**src/rtl/i2c_sync_filt.sv**
```systemverilog
// Purpose : I2C pad conditioner: synchronises SCL/SDA into clk, rejects glitches
//           shorter than FILT_LEN cycles, derives SCL edges, START/STOP pulses
//           and a bus-busy flag.
// Latency : pad level first sampled at edge k -> scl_o/sda_o change at edge
//           k+STAGES+FILT_LEN-1; edge/START/STOP pulses are combinational from
//           that point; bus_busy follows the detect pulse by one cycle.
// Backpr. : none; every pulse is valid for exactly one cycle and is lost if the
//           consumer does not sample it in that cycle.
//
// Ports:
//   clk        system clock
//   rst        synchronous, active-high reset
//   scl_i      raw SCL from pad (asynchronous)
//   sda_i      raw SDA from pad (asynchronous)
//   scl_o      synchronised, filtered SCL level
//   sda_o      synchronised, filtered SDA level
//   scl_rise   1-cycle pulse, first cycle of scl_o==1 after 0
//   scl_fall   1-cycle pulse, first cycle of scl_o==0 after 1
//   start_det  1-cycle pulse on START or repeated START
//   stop_det   1-cycle pulse on STOP
//   bus_busy   high between START and STOP
module i2c_sync_filt #(
    parameter int STAGES   = 2,
    parameter int FILT_LEN = 4
) (
    input  logic clk,
    input  logic rst,
    input  logic scl_i,
    input  logic sda_i,
    output logic scl_o,
    output logic sda_o,
    output logic scl_rise,
    output logic scl_fall,
    output logic start_det,
    output logic stop_det,
    output logic bus_busy
);

    // FILT_LEN==1 needs no counter at all; keep a 1-bit one so the width is legal.
    localparam int CW = (FILT_LEN > 1) ? $clog2(FILT_LEN) : 1;
    localparam logic [CW-1:0] CNT_MAX = CW'(FILT_LEN - 1);

    if (STAGES < 2) begin : g_bad_stages
        $error("i2c_sync_filt: STAGES must be >= 2");
    end
    if (FILT_LEN < 1) begin : g_bad_filt
        $error("i2c_sync_filt: FILT_LEN must be >= 1");
    end

    // Line 0 = SCL, line 1 = SDA.
    logic [1:0] pad_w;
    logic [1:0] filt_w;

    assign pad_w = {sda_i, scl_i};

    for (genvar l = 0; l < 2; l++) begin : g_line
        (* ASYNC_REG = "TRUE" *) logic [STAGES-1:0] sync_q;
        logic          sync_w;
        logic [CW-1:0] cnt_q;
        logic [CW-1:0] cnt_d;
        logic          lvl_q;
        logic          lvl_d;

        always_ff @(posedge clk) begin
            if (rst) begin
                sync_q <= '1;
            end else begin
                sync_q <= {sync_q[STAGES-2:0], pad_w[l]};
            end
        end

        assign sync_w = sync_q[STAGES-1];

        // The counter only runs while the synced level disagrees with the
        // accepted level; any return to agreement throws the count away, so a
        // new level is taken only after FILT_LEN consecutive disagreeing cycles.
        always_comb begin
            lvl_d = lvl_q;
            cnt_d = '0;
            if (sync_w != lvl_q) begin
                if (cnt_q == CNT_MAX) begin
                    lvl_d = sync_w;
                end else begin
                    cnt_d = cnt_q + 1'b1;
                end
            end
        end

        always_ff @(posedge clk) begin
            if (rst) begin
                lvl_q <= 1'b1;
                cnt_q <= '0;
            end else begin
                lvl_q <= lvl_d;
                cnt_q <= cnt_d;
            end
        end

        assign filt_w[l] = lvl_q;
    end

    logic scl_dly_q;
    logic sda_dly_q;
    logic busy_q;
    logic busy_d;

    assign scl_o = filt_w[0];
    assign sda_o = filt_w[1];

    assign scl_rise  =  filt_w[0] & ~scl_dly_q;
    assign scl_fall  = ~filt_w[0] &  scl_dly_q;
    // SCL must be high in both the current and previous cycle, so an SDA edge
    // coincident with an SCL edge is never a bus condition; START and STOP need
    // opposite SDA transitions and so cannot fire together.
    assign start_det =  filt_w[0] & scl_dly_q &  sda_dly_q & ~filt_w[1];
    assign stop_det  =  filt_w[0] & scl_dly_q & ~sda_dly_q &  filt_w[1];

    always_comb begin
        busy_d = busy_q;
        if (stop_det) begin
            busy_d = 1'b0;
        end else if (start_det) begin
            busy_d = 1'b1;
        end
    end

    always_ff @(posedge clk) begin
        if (rst) begin
            scl_dly_q <= 1'b1;
            sda_dly_q <= 1'b1;
            busy_q    <= 1'b0;
        end else begin
            scl_dly_q <= filt_w[0];
            sda_dly_q <= filt_w[1];
            busy_q    <= busy_d;
        end
    end

    assign bus_busy = busy_q;

endmodule

```
**config.mk**
```make
export PLATFORM = sky130hd
export DESIGN_NAME = i2c_sync_filt
export DESIGN_NICKNAME = d
export VERILOG_FILES = /design/src/rtl/i2c_sync_filt.sv
export SDC_FILE = /design/constraint.sdc
export NUM_CORES = 1
export LEC_CHECK = 0
export CORE_UTILIZATION = 29
export DETAILED_ROUTE_END_ITERATION = 16
export PLACE_DENSITY_LB_ADDON = 0.1
export RECOVER_POWER = 100
export SYNTH_ARGS = -nofsm -noshare
export SYNTH_HDL_FRONTEND = slang
export SYNTH_SLANG_ARGS = --single-unit
export TNS_END_PERCENT = 1
```
**constraint.sdc**
```tcl
create_clock -name clk -period 3.16 [get_ports clk]
set_clock_uncertainty 0.15 [all_clocks]
set_input_delay 0.632 -clock clk [delete_from_list [all_inputs] [get_ports clk]]
set_output_delay 0.632 -clock clk [all_outputs]
set_load 0.005 [all_outputs]
```
* Word level (Yosys, flattened, before mapping)
Index checks and enable logic that the tools add are counted.
W data, S select, Z words.
** Cells by class
- Add/subtract/negate cells :: 2
- Equal/unequal tests :: 4
- Bitwise operators :: 13
- Reductions and logical operators :: 5
** Operator list (count)
- $and A1 B1 Y1 :: 7
- $not A1 Y1 :: 6
- $reduce_or A3 Y1 :: 2
- $add A2 B1 Y2 const B :: 2
- $eq A2 B2 Y1 const B :: 2
- $reduce_and A2 Y1 :: 2
- $ne A1 B1 Y1 :: 2
- $reduce_or A2 Y1 :: 1
** Storage, ports and cells
- Bits in registers :: 13
- Output and inout port bits :: 7
- Logic and storage cells :: 33

* Longest topological paths before layout
- Word-level depth :: 4
- Depth in mapped cells :: 3
- Mapped depth without buffers :: 3

* Worst setup path after synthesis
OpenSTA, ideal clock, no wires.
- Kind :: reg-to-output
- Start point :: register g_line[0].lvl_q (netlist: scl_o)
- End point :: output stop_det
- Data arrival time :: 741 ps
- Data required time :: 2378 ps
- Slack :: 1637 ps
- Cell stages (with the launch flop) :: 3
- Path buffers :: 0
- Cell sequence :: dfxtp_1 and3b_1 and2_1
** On the way
- Cells in the longest elaborated chain, start to end :: 3
** RTL lines
- start, declared :: RTL line 61 : logic lvl_q;
- start signal, assigned :: RTL line 94 : lvl_q <= lvl_d;
- $and A1 B1 Y1 (3 in series) :: RTL line 116 : assign stop_det = filt_w[0] & scl_dly_q & ~sda_dly_q & filt_w[1];
- end, declared :: RTL line 35 : output logic stop_det,
Every way passes these cells.

* Worst setup path after layout
Ends and elaborated chain as after synthesis.

==> impl_metrics.yaml <==
setup_path:
  cp_slowest_stage_delay_ns: 0.56
  setup.worst_path.end_class: "output port"
  required_ns: 2.38
  path_class: "flip-flop to output port"
  cp.arrival_ns: 1.63
  startpoint_type: "flip-flop"
  slowest_stage: "dlygate4sd3_1"
  path_cells: "and3b_1 -> and2_1 -> dlygate4sd3_1"
  path_max_fanout: 9
synthesis:
  ys_warn_count: 0
  syn_area_sq_um: 474
  syn_area_per_cell_sq_um: 11.6
  seq_area_frac_synth_pct: 54.9
  synthTopCellsByArea: "dfxtp_1 55%, or2_2 7.9%, nor4b_2 6.3%, ha_1 5.3%, nor2b_1 4.0%"
  syn_nets: 47
  synth_top_area_share_pct: 54.9
  ys_seq_elements: 13
  netlist_instances: 41
  synthDistinctLibCells: 17
  synth_top_area_cell: "dfxtp_1"
timing:
  setup_ws_ns: 0.747
  setup_viol: 0
  slew_violations: 0
  fin_crit_sh_pct: 76.4
  period_needed_ns: 2.41
  rsz0062_at_grt: "no"
  slew_headroom_pct: 73.3
  hold_viol: 0
  max_freq_mhz: 414
  finalSetupTns_ns: 0
  worst_pin_slew_ns: 0.399
  holdWs_ns: 0.254
pwr:
  powerDensity_nw_per_um2: 457
  p_clk_share_pct: 35.6
  p_total_uw: 275
  power.leakage_uw: 0.000256
  p_int_uw: 221
  ir_worst_vdd_v: 0.000288
  swShare_pct: 19.6
  pwr-share-comb_pct: 3.4
  pwr-share-seq_pct: 61.0
  p_sw_uw: 54.0
layout:
  antenna_cells: 0
  drive_gt1_share_pct: 16.7
  nFillCells: 154
  synthToLayoutAreaGrowth_pct: 27.2
  regArea_sq_um: 260
  multiInputGateArea_sq_um: 193
  fin_nets: 61
flow_run:
  drv_cap: 0
global_routing:
  grt_antenna_before_repair: 0
  grt_first_pass_wirelength_mm: 1.30
  gr-total-overflow: 0
  track_usage_pct: 9.79
  grt_max_degree: 14
  grt_pass1_vias: 323
floorplan:
  initial_core_util_pct: 31.1
  core_area_sq_um: 1520
  rows: 14
  dieArea_sq_um: 1800
  dieHeight_um: 42.4
  die_w_um: 42.4
  ios: 11
placement:
  io_buffers: 10
  dpl.hpwl_um: 503
  post-place-ws_ns: 1.08
  globalplace.congestion: 0.641
drt:
  drc: 0
  post_drt_via_cell_ratio: 4.81
  postRouteWirelength_um: 699
  wl_per_cell_um: 9.99
  drt_iter0_markers: 2
  firstDrtPassIters: 2
  drtAntennaViolNets: 0
  vias: 337
clock_network:
  cts_hold_buffers: 0
  cts_tree: "built"
  max-clock-path-buffers: 2
  h-tree-depth: 1
  root_buffer: "clkbuf_4"
  cts_sinks: 13
  post_cts_buffers: 0
  numCtsBuffers: 3
  clk_pin_slew_ns: 0.08
  worstSkewPairLatency_ns: 0.27
  ctsResizeCount: 0
outcome:
  status: "completed"
hold_path:
  holdCritPathClass: "flip-flop to flip-flop"
[synth_stat cells, drive strengths merged]
library cell	count
nor4b	2
and2	1
o32ai	1
nor4	2
nor2	1
nor2b	3
a31oi	1
dfxtp	13
and3b	1
ha	2
or2	6
and2b	1
xnor2	2
inv	1
buf	1
a211o	2
nand3	1
[power groups by stage]
stage	combinational [uW]	clock, uW	sequential (uW)
finish	9.27	98.1	168
global route	10.7	110	169
CTS	10.2	103	168
detailed placement	10.2	0	172
global placement	9.83	0	172
floorplan	5.67	0	172
[final timing paths]
path	startpoint	endpoint	slack, ns	depth (start not counted)
setup / recovery	scl_o	stop_det	0.75	3
setup reg to reg	g_line[0].cnt_q[0]	g_line[0].cnt_q[1]	2.02	2
hold / removal	g_line[0].sync_q[0]	g_line[0].sync_q[1]	0.25	1
hold reg to reg	g_line[0].sync_q[0]	g_line[0].sync_q[1]	0.25	1
[logic make-up after synthesis]
family,Yosys count,share of synthesized area (%)
buf+inv,2,1.85
fa+ha+maj,2,5.28
simple gates,18,27.4
compound gates,4,6.86
flops,13,54.9
xor+xnor,2,3.69
[cells in the final DEF, fill, tap and decap left out, drive strengths merged]
master	n
a211o	2
a31oi	1
and2	1
and2b	1
and3b	1
clkbuf	4
clkdlybuf4s50	2
dfxtp	13
dlygate4sd3	8
ha	2
inv	1
nand3	1
nor2	1
nor2b	3
nor4	2
nor4b	2
o32ai	1
or2	6
xnor2	2
[final cells by class]
class                   count  share of cell area, %
flip-flops and latches     13                   43.2
well taps                  16                   3.32
inverters                   1                  0.622
multi-input cells          26                   32.0
clock buffers               4                   4.36
repair buffers             10                   16.6
[registers in the layout, indices dropped and copies added (netlist names)]
signal,flops
g_line.sync_q,4
sda_dly_q,1
scl_o,1
sda_o,1
bus_busy,1
g_line.cnt_q,4
scl_dly_q,1
[metrics by stage]
stage          util, %  instance area, sq um  instances
2_1_floorplan        -                   474         41
3_3_place_gp      38.7                   589         66
3_5_place_dp      38.7                   589         66
4_1_cts           40.4                   616         70
5_1_grt           39.6                   603         70
6_report          39.6                   603         70
[critical path, delay by kind of cell, from the launching register on]
kind	cells	cell delay [ns]
and+or+nand+nor	2	0.33
DFF	1	0.47
buffers and inverters	1	0.56
[layer usage]
layer	GRT usage, %	vias to the layer above	routed length [um]
met4	1.88	0	0
met5	0	-	0
li1	-	170	-
met1	10.3	157	344
met3	6.47	0	46
met2	16.3	10	308
Power figures use the tool's default switching activity.
